==> src/rtl/light_uart_tx_scheduler.sv <==
// Round-robin UART transmit scheduler: grants one of NUM_PORTS byte requesters and serialises
// start + CHAR_WIDTH data (LSB first) + STOP_BITS stop bits, then an optional idle gap.
module light_uart_tx_scheduler #(
  parameter int unsigned NUM_PORTS  = 4,
  parameter int unsigned CHAR_WIDTH = 8,
  parameter int unsigned STOP_BITS  = 3
) (
  input  logic                              i_clk,
  input  logic                              i_reset,
  input  logic [NUM_PORTS-1:0]              i_req,
  input  logic [NUM_PORTS*CHAR_WIDTH-1:0]   i_data,
  output logic [NUM_PORTS-1:0]              o_gnt,
  input  logic                              i_cts,
  input  logic [31:0]                       i_dbr,
  input  logic [7:0]                        i_gap_bits,
  output logic                              o_txd,
  output logic                              o_busy,
  output logic [$clog2(NUM_PORTS)-1:0]      o_active_port
);

  localparam int unsigned PtrW = $clog2(NUM_PORTS);
  localparam int unsigned IdxW = (CHAR_WIDTH > 1) ? $clog2(CHAR_WIDTH) : 1;

  typedef enum logic [2:0] {StIdle, StStart, StData, StStop, StGap} state_e;

  state_e                r_state, w_state_d;
  logic [15:0]           r_cnt, w_cnt_d, r_cpb, w_cpb;
  logic [7:0]            r_bit, w_bit_d, r_gap;
  logic [CHAR_WIDTH-1:0] r_byte, w_byte;
  logic [PtrW-1:0]       r_rr_ptr, r_active, w_winner, w_next_ptr;
  logic                  r_txd, w_txd_d, w_grant, w_found, w_done;
  logic                  w_unused;

  assign w_unused = ^i_dbr[31:12];
  assign w_cpb    = (i_dbr[11:0] == 12'd0) ? 16'd16 : {i_dbr[11:0], 4'b0000};
  assign w_done   = (r_cnt == 16'd0);

  // First requester at or after the round-robin pointer, searching upward with wrap.
  always_comb begin
    int unsigned idx;
    idx      = 0;
    w_found  = 1'b0;
    w_winner = '0;
    for (int unsigned i = 0; i < NUM_PORTS; i++) begin
      idx = (32'(r_rr_ptr) + i) % NUM_PORTS;
      if (!w_found && i_req[idx[PtrW-1:0]]) begin
        w_found  = 1'b1;
        w_winner = idx[PtrW-1:0];
      end
    end
  end

  always_comb begin
    w_byte = '0;
    for (int unsigned k = 0; k < NUM_PORTS; k++) begin
      if (w_winner == PtrW'(k)) w_byte = i_data[k*CHAR_WIDTH +: CHAR_WIDTH];
    end
  end

  assign w_next_ptr = (w_winner == PtrW'(NUM_PORTS - 1)) ? '0 : w_winner + 1'b1;
  // Reset gating keeps gnt low while the state register is forced to idle.
  assign w_grant    = (r_state == StIdle) && !i_reset && !i_cts && w_found;

  always_ff @(posedge i_clk or posedge i_reset) begin
    if (i_reset) r_state <= StIdle;
    else         r_state <= w_state_d;
  end

  always_comb begin
    w_state_d = r_state;
    case (r_state)
      StIdle:  if (w_grant) w_state_d = StStart;
      StStart: if (w_done) w_state_d = StData;
      StData:  if (w_done && r_bit == 8'(CHAR_WIDTH - 1)) w_state_d = StStop;
      StStop:  if (w_done && r_bit == 8'(STOP_BITS - 1)) begin
                 w_state_d = (r_gap == 8'd0) ? StIdle : StGap;
               end
      StGap:   if (w_done && r_bit == r_gap - 8'd1) w_state_d = StIdle;
      default: w_state_d = StIdle;
    endcase
  end

  always_comb begin
    w_cnt_d = r_cnt;
    w_bit_d = r_bit;
    if (r_state == StIdle) begin
      if (w_grant) begin
        w_cnt_d = w_cpb - 16'd1;
        w_bit_d = '0;
      end
    end else begin
      w_cnt_d = w_done ? r_cpb - 16'd1 : r_cnt - 16'd1;
      if (w_state_d != r_state) w_bit_d = '0;
      else if (w_done)          w_bit_d = r_bit + 8'd1;
    end
  end

  // txd is registered, so its next value follows the next state and bit index.
  always_comb begin
    o_gnt = '0;
    if (w_grant) o_gnt[w_winner] = 1'b1;
    o_busy = (r_state != StIdle);
    case (w_state_d)
      StStart: w_txd_d = 1'b0;
      StData:  w_txd_d = r_byte[w_bit_d[IdxW-1:0]];
      default: w_txd_d = 1'b1;
    endcase
  end

  always_ff @(posedge i_clk or posedge i_reset) begin
    if (i_reset) begin
      r_cnt    <= '0;
      r_bit    <= '0;
      r_cpb    <= 16'd16;
      r_gap    <= '0;
      r_byte   <= '0;
      r_rr_ptr <= '0;
      r_active <= '0;
      r_txd    <= 1'b1;
    end else begin
      r_cnt <= w_cnt_d;
      r_bit <= w_bit_d;
      r_txd <= w_txd_d;
      if (w_grant) begin
        r_cpb    <= w_cpb;
        r_gap    <= i_gap_bits;
        r_byte   <= w_byte;
        r_rr_ptr <= w_next_ptr;
        r_active <= w_winner;
      end
    end
  end

  assign o_txd         = r_txd;
  assign o_active_port = r_active;

endmodule

==> config.mk <==
export PLATFORM = sky130hd
export DESIGN_NAME = light_uart_tx_scheduler
export DESIGN_NICKNAME = d
export VERILOG_FILES = /design/src/rtl/light_uart_tx_scheduler.sv
export SDC_FILE = /design/constraint.sdc
export NUM_CORES = 1
export LEC_CHECK = 0
export BUFFER_PORTS_ARGS = -buffer_cell sky130_fd_sc_hd__buf_2
export CORE_ASPECT_RATIO = 0.75
export CORE_MARGIN = 4
export CORE_UTILIZATION = 55
export DETAILED_ROUTE_END_ITERATION = 8
export GPL_ROUTABILITY_DRIVEN = 0
export HOLD_SLACK_MARGIN = 0.05
export PLACE_DENSITY = 0.81
export SETUP_SLACK_MARGIN = 0.15
export SLEW_MARGIN = 0
export SYNTH_ARGS = -nofsm -noshare
export SYNTH_HDL_FRONTEND = slang
export SYNTH_SLANG_ARGS = --single-unit
export TNS_END_PERCENT = 100
==> constraint.sdc <==
create_clock -name i_clk -period 3.5 [get_ports i_clk]
set_clock_uncertainty 0.05 [all_clocks]
set_input_delay 0.7 -clock i_clk [delete_from_list [all_inputs] [get_ports i_clk]]
set_output_delay 0.7 -clock i_clk [all_outputs]
set_load 0.02 [all_outputs]
### After elaboration in Yosys (flattened, before gate mapping)

Cells that the tools add are included.

| storage, ports and cells | value |
|---|---|
| register bits | 64 |
| input port bits | 79 |

| operators by class | value |
|---|---|
| add/subtract/negate cells | 9 |
| order comparisons | 7 |
| eq/ne operators | 14 |
| multiplexer cells | 42 |
| reduce and logical (&&, ||, !) cells | 23 |

Operators by type and width:

| cell | count |
|---|---|
| 16-bit two-way mux | 4 |
| 8-bit two-way mux | 8 |
| 16-bit by 1-bit subtractor with 16-bit output, second input constant | 3 |
| 3-bit two-way mux | 6 |
| 16-bit zero test | 1 |
| 2-bit by 3-bit < comparator with 1-bit output, second input constant | 5 |
| 3-bit case mux with 5 select lines | 1 |
| 12-bit zero test | 1 |
| 1-bit logical AND | 10 |
| 1-bit two-way mux | 10 |
| 2-bit two-way mux | 5 |
| 3-bit by 2-bit equality test with 1-bit output, second input constant | 3 |
| 8-bit by 1-bit adder with 8-bit output, second input constant | 1 |
| 1-bit binary-select mux with 2-bit select | 4 |
| 8-bit by 2-bit equality test with 1-bit output, second input constant | 1 |
| 8-bit by 3-bit equality test with 1-bit output, second input constant | 1 |
| 8-bit equality test | 1 |
| 8-bit zero test | 1 |
| 8-bit by 1-bit subtractor with 8-bit output, second input constant | 1 |
| 3-bit by 1-bit equality test with 1-bit output, second input constant | 2 |
| 3-bit nonzero test | 2 |
| 1-bit zero test | 5 |
| 2-bit by 1-bit adder with 2-bit output, second input constant | 2 |
| 2-bit adder, second input constant | 2 |
| other kinds (14) | 15 |

### Logic depth before layout (Yosys ltp)

| depth | value |
|---|---|
| depth in word-level cells | 21 |
| mapped depth | 15 |
| gate-level depth less buffers | 14 |

### Worst setup path after synthesis

No wires, ideal clock.

| timing | value |
|---|---|
| path type | input -> output |
| start point | in i_req[0] |
| end point | out o_gnt[3] |
| arrival | 2.351 ns |
| data required time | 2.750 ns |
| setup slack | 0.399 ns |
| stages | 10 |
| path buffers | 2 |
| path through | inv_1 > nor2_1 > a21oi_1 > nor2_1 > a211o_1 > inv_1 > ha_1 > clkbuf_1 > clkbuf_1 > and3_1 |

| between the ends | value |
|---|---|
| cells in the longest elaborated chain, start to end | 17 |

Ends and longest elaborated chain:

| element | line | source |
|---|---|---|
| from (decl) | 10 | `input logic [NUM_PORTS-1:0] i_req,` |
| 1-bit binary-select mux with 2-bit select | 46 | `if (!w_found && i_req[idx[PtrW-1:0]]) begin` |
| 1-bit two-way mux (not written as such) | 46 |  |
| 1-bit two-way mux | 46 |  |
| 1-bit zero test | 46 |  |
| 1-bit logical AND | 46 |  |
| 1-bit two-way mux | 46 |  |
| 1-bit zero test | 46 |  |
| 1-bit logical AND | 46 |  |
| (+2 left out) | n/a |  |
| 1-bit logical AND | 46 |  |
| 2-bit two-way mux (*) | 46 |  |
| via w_winner[0] | 30 | `logic [PtrW-1:0] r_rr_ptr, r_active, w_winner, w_next_ptr;` |
| 2-bit by 3-bit < comparator with 1-bit output (not written as such) or 2-bit by 1-bit greater-or-equal comparator with 1-bit output (tied branches) | 101 | `if (w_grant) o_gnt[w_winner] = 1'b1;` |
| 1-bit logical AND (not written as such) | 101 |  |
| 1-bit two-way mux (not written as such) | 101 |  |
| 1-bit demux with 2-bit select (*) | 101 |  |
| 4-bit two-way mux (*) | 101 |  |
| to (decl) | 12 | `output logic [NUM_PORTS-1:0] o_gnt,` |

Mark *: on every way through the listed nets, which the timed path passes. The rest lies on a longest branch. The select of a mux whose other input is x is not followed.

### Worst setup path in the final report

| timing | value |
|---|---|
| start point | reg r_cnt[0] |
| end point | reg r_txd, in the netlist o_txd |

| between the ends | value |
|---|---|
| cells in the longest elaborated chain, start to end | 10 |

Ends and longest elaborated chain:

| element | line | source |
|---|---|---|
| from (decl) | 27 | `logic [15:0] r_cnt, w_cnt_d, r_cpb, w_cpb;` |
| from (signal assigned) | 121 | `r_cnt <= w_cnt_d;` |
| 16-bit zero test (*) | 36 | `assign w_done = (r_cnt == 16'd0);` |
| 1-bit logical AND (on tied branches) | 78, 74, 75 |  |
| 3-bit two-way mux (on tied branches) | 78, 74, 75 |  |
| 3-bit case mux with 5 select lines (*) | 71 | `case (r_state)` |
| via w_state_d[0] | 26 | `state_e r_state, w_state_d;` |
| 3-bit inequality test | 93 | `if (w_state_d != r_state) w_bit_d = '0;` |
| 8-bit two-way mux | 93 |  |
| 8-bit two-way mux | 86 | `if (r_state == StIdle) begin` |
| 1-bit binary-select mux with 3-bit select | 105 | `StData: w_txd_d = r_byte[w_bit_d[IdxW-1:0]];` |
| 1-bit two-way mux (not written as such) | 105 |  |
| 1-bit case mux with 2 select lines (*) | 103 | `case (w_state_d)` |
| via w_txd_d | 31 | `logic r_txd, w_txd_d, w_grant, w_found, w_done;` |
| to (signal assigned) | 123 | `r_txd <= w_txd_d;` |
| to (decl) | 31 |  |

Marks and branches as above.
A chain may end at the register's enable or synchronous reset.

==> results.py <==
metrics = {
    "status": {
        "status": "finished clean",
    },
    "grt": {
        "antenna_violations_before_repair": 0,
        "grt_max_degree": 44,
        "grt_pass1_wl_mm": 18.2,
        "first_global_vias": 3905,
        "grt_remaining_overflow": 0,
        "grt_util_all_layers": 0.262,
    },
    "setup_path": {
        "cp_cell_sequence": "inv_1 > ha_1 > nor3b_1 > nand2_1 > or4_1 > o21ai_1 > o311a_4 > inv_2 > or3_1 > nor3_1 > or3_1 > o211ai_1",
        "path_class": "reg -> reg",
        "required_time_at_the_endpoint_of_the_critical_path_ns": 3.73,
        "critPathArrivalTime_ns": 3.45,
        "critPathMaxFanout": 6,
        "timing.critical_path.slowest_stage_cell": "sky130_fd_sc_hd__or4_1",
        "cp-end-kind": "flip-flop",
        "r2r_slack_ns": 0.28,
        "critical-path-max-stage-delay_ns": 0.67,
        "r2r_start": "r_cnt[0]",
        "crit_path_launch_type": "flip-flop",
        "critical_path.most_common_cell": "sky130_fd_sc_hd__or3_1",
        "worst_r2r_path_depth": 12,
        "worst_r2r_endpoint": "o_txd",
    },
    "placement": {
        "dp_hpwl_mm": 7.94,
        "io_buffer_count": 66,
        "placedInstanceArea_sq_mm": 0.00450,
        "place_worst_setup_slack_ns": 0.332,
    },
    "synth": {
        "synthTopCellsByArea": "sky130_fd_sc_hd__dfrtp_1 36%, sky130_fd_sc_hd__nand2_1 8.6%, sky130_fd_sc_hd__a21oi_1 5.5%",
        "postSynthNetCount": 608,
        "post_synth.cell_area_avg_sq_um": 7.75,
        "synth_async_sr_flop_share": 1.00,
        "edff_count_synth": 0,
        "yosysUniqueCellTypes": 57,
        "synth_largest_area_cell": "sky130_fd_sc_hd__dfrtp_1",
        "post_synthesis_instance_area_sq_mm": 0.00403,
        "yosys.area.top_type_share": 0.360,
        "synth_top_flop_cell": "sky130_fd_sc_hd__dfrtp_1",
        "yosys_register_bits": 60,
        "yosysWarningCount": 0,
        "ys_seq_area_frac": 0.373,
        "synth_cells": 520,
    },
    "cts": {
        "cts_buffer_depth": 2,
        "clk_latency_ns": 0.36,
        "postCtsSetupRepairBufs": 0,
        "cts.reportedPaths.clkPinSlew_ns": 0.07,
        "cts_hold_buffers": 0,
        "cts_sinks": 60,
        "cts_repair_resize_count": 0,
        "tritoncts": "built",
        "ctsHtreeMaxLevel": 3,
        "clock-root-buffer": "sky130_fd_sc_hd__clkbuf_8",
        "cts_inserted_buffers": 9,
    },
    "layout": {
        "antenna_cells": 0,
        "seq_area_sq_mm": 0.00150,
        "multi_input_comb_area_sq_mm": 0.00234,
        "area_added_between_synthesis_and_finish_pct": 17.6,
        "drive_above_1_share": 0.192,
        "fillerInstances": 612,
        "final_core_utilization": 0.680,
        "number_of_nets_at_the_end_of_the_flow": 673,
        "postLayoutCellArea_sq_mm": 0.00474,
    },
    "timing": {
        "maxSlewHeadroom": 0.515,
        "layout_worst_path_cycle_share": 0.919,
        "maxSlewViolCount": 0,
        "tightestPinTransition_ns": 0.723,
        "rsz0062_at_grt": "yes",
        "fmax_mhz": 311,
        "final_hold_viol_count": 0,
        "final.setup.tns_ns": 0,
        "timing.final.setup_violations": 0,
        "post-route-worst-setup-slack_ns": 0.284,
        "final_period_minus_worst_setup_slack_ns": 3.22,
    },
    "pwr": {
        "p_total_mw": 1.84,
        "cellInternalPower_mw": 1.33,
        "power.share.sequential": 0.434,
        "power_switching_share": 0.278,
        "p_clk_frac": 0.406,
        "p_sw_uw": 510,
        "worst_voltage_drop_across_the_vdd_grid_mv": 0.275,
        "power_density_mw_per_mm2": 388,
        "total_leakage_power_nw": 2.17,
        "p_comb_frac": 0.160,
    },
    "route": {
        "first_pass_iters": 4,
        "route.final.wire_length_mm": 10.7,
        "dr_vias_cell": 5.92,
        "number_of_vias_after_detailed_routing": 4071,
        "drt-initial-drc-count": 272,
        "remaining_routing_drc_violations": 0,
        "final_antenna_net_count": 0,
        "post_drt_wl_per_cell_um": 15.5,
    },
    "die": {
        "initial_utilization": 0.579,
        "floorplan_die_area_sq_mm": 0.00877,
        "die_x_um": 107,
        "io_pins": 87,
        "floorplan.die.height_um": 82.1,
        "core_sq_mm": 0.00696,
        "fp-row-count": 26,
    },
    "worst_hold_path": {
        "worst_hold_path_type": "in -> async",
    },
    "run": {
        "timing.max_cap.violations": 0,
    },
}
==> registers in the layout (all words and copies together), names as in the netlist <==
register       count
r_state            3
r_bit              8
o_active_port      2
r_byte             8
r_rr_ptr           2
o_txd              1
r_cnt             16
r_gap              8
r_cpb             12
==> power by group through the flow <==
| stage | Clock (mW) | Sequential (mW) | Combinational (mW) |
|---|---|---|---|
| CTS | 0.755 | 0.796 | 0.291 |
| global placement | 0 | 0.806 | 0.278 |
| floorplan | 0 | 0.791 | 0.202 |
| finish | 0.745 | 0.797 | 0.293 |
| detailed placement | 0 | 0.806 | 0.291 |
| global route | 0.795 | 0.805 | 0.335 |
==> how the worst max path moves through the flow <==
| stage | startpoint | to | slack, ns | depth (start not counted) |
|---|---|---|---|---|
| finish | r_cnt[0] | o_txd | 0.28 | 12 |
| global route | r_cnt[0] | o_txd | 0.12 | 11 |
| CTS | r_cnt[0] | o_txd | 0.31 | 12 |
| detailed placement | r_cnt[0] | o_txd | 0.33 | 12 |
| global placement | r_cnt[0] | o_txd | 0.41 | 11 |
| floorplan | i_req[0] | o_gnt[3] | 0.40 | 10 |
==> Yosys cell counts, drive strengths merged, types with 2 or more instances <==
| cell type | n |
|---|---|
| a211o | 3 |
| a211oi | 6 |
| a21oi | 44 |
| a22oi | 7 |
| a311oi | 2 |
| a31oi | 4 |
| a41oi | 2 |
| and3 | 7 |
| buf | 3 |
| clkbuf | 25 |
| dfrtp | 58 |
| dfstp | 2 |
| ha | 9 |
| inv | 22 |
| mux2i | 2 |
| nand2 | 92 |
| nand2b | 4 |
| nand3 | 16 |
| nor2 | 49 |
| nor2b | 6 |
| nor3 | 18 |
| nor3b | 4 |
| nor4 | 5 |
| nor4b | 2 |
| o2111ai | 2 |
| o211ai | 7 |
| o21a | 2 |
| o21ai | 44 |
| o22ai | 2 |
| o311a | 2 |
| o31ai | 8 |
| or2 | 4 |
| or3 | 10 |
| or4 | 6 |
| xnor2 | 19 |
| xor2 | 6 |
==> critical path: cells and delay by family, from the launching register on <==
family	cells	cell delay [ns]
buffers and inverters	2	0.11
flip-flops	1	0.40
AND/OR/NAND/NOR	6	1.84
adder cells (fa/ha/maj)	1	0.18
AO/OA/AOI/OAI	3	0.55
==> layer usage <==
| metal | global-route usage | share of wire | vias up |
|---|---|---|---|
| met4 | 0.0511 | 0.012 | 0 |
| met3 | 0.0754 | 0.079 | 16 |
| met5 | 0 | 0 | - |
| li1 | - | - | 1979 |
| met2 | 0.420 | 0.45 | 168 |
| met1 | 0.361 | 0.46 | 1908 |
==> placed cells by master (no fill, tap or decap), types with 9 or more instances in the layout <==
cell,n
sky130_fd_sc_hd__ha_1,9
sky130_fd_sc_hd__nor2_1,48
sky130_fd_sc_hd__o21ai_0,40
sky130_fd_sc_hd__nor3_1,17
sky130_fd_sc_hd__dfrtp_1,58
sky130_fd_sc_hd__nand3_1,16
sky130_fd_sc_hd__or3_1,10
sky130_fd_sc_hd__buf_4,16
sky130_fd_sc_hd__nand2_1,92
sky130_fd_sc_hd__buf_2,66
sky130_fd_sc_hd__a21oi_1,44
sky130_fd_sc_hd__inv_1,20
sky130_fd_sc_hd__clkbuf_8,12
sky130_fd_sc_hd__xnor2_1,19
==> per-stage QoR <==
stage	hold slack (ns)	cells
after global routing	0.317	688
after floorplan	0.393	520
after detailed placement	0.424	672
final	0.302	688
after global placement	0.416	672
after CTS	0.299	688
==> cell families (layout without fill, tap and decap cells) <==
family | after synthesis | in the layout | synth area share
XOR/XNOR | 25 | 25 | 0.0544
AND/OR/NAND/NOR | 228 | 228 | 0.262
multiplexers | 2 | 2 | 0.00497
AO/OA/AOI/OAI | 146 | 146 | 0.230
buffers and inverters | 50 | 120 | 0.0475
flip-flops | 60 | 60 | 0.373
adder cells (fa/ha/maj) | 9 | 9 | 0.0280
==> cell type report <==
class / count / share of cell area
Multi-Input combinational cell: 410 / 0.494
Sequential cell: 60 / 0.318
Timing Repair Buffer: 82 / 0.0951
Clock buffer: 12 / 0.0349
Tap cell: 98 / 0.0259
Inverter: 22 / 0.0174
Clock inverter: 4 / 0.0148
Note: power is estimated with default switching activity, not from simulation.
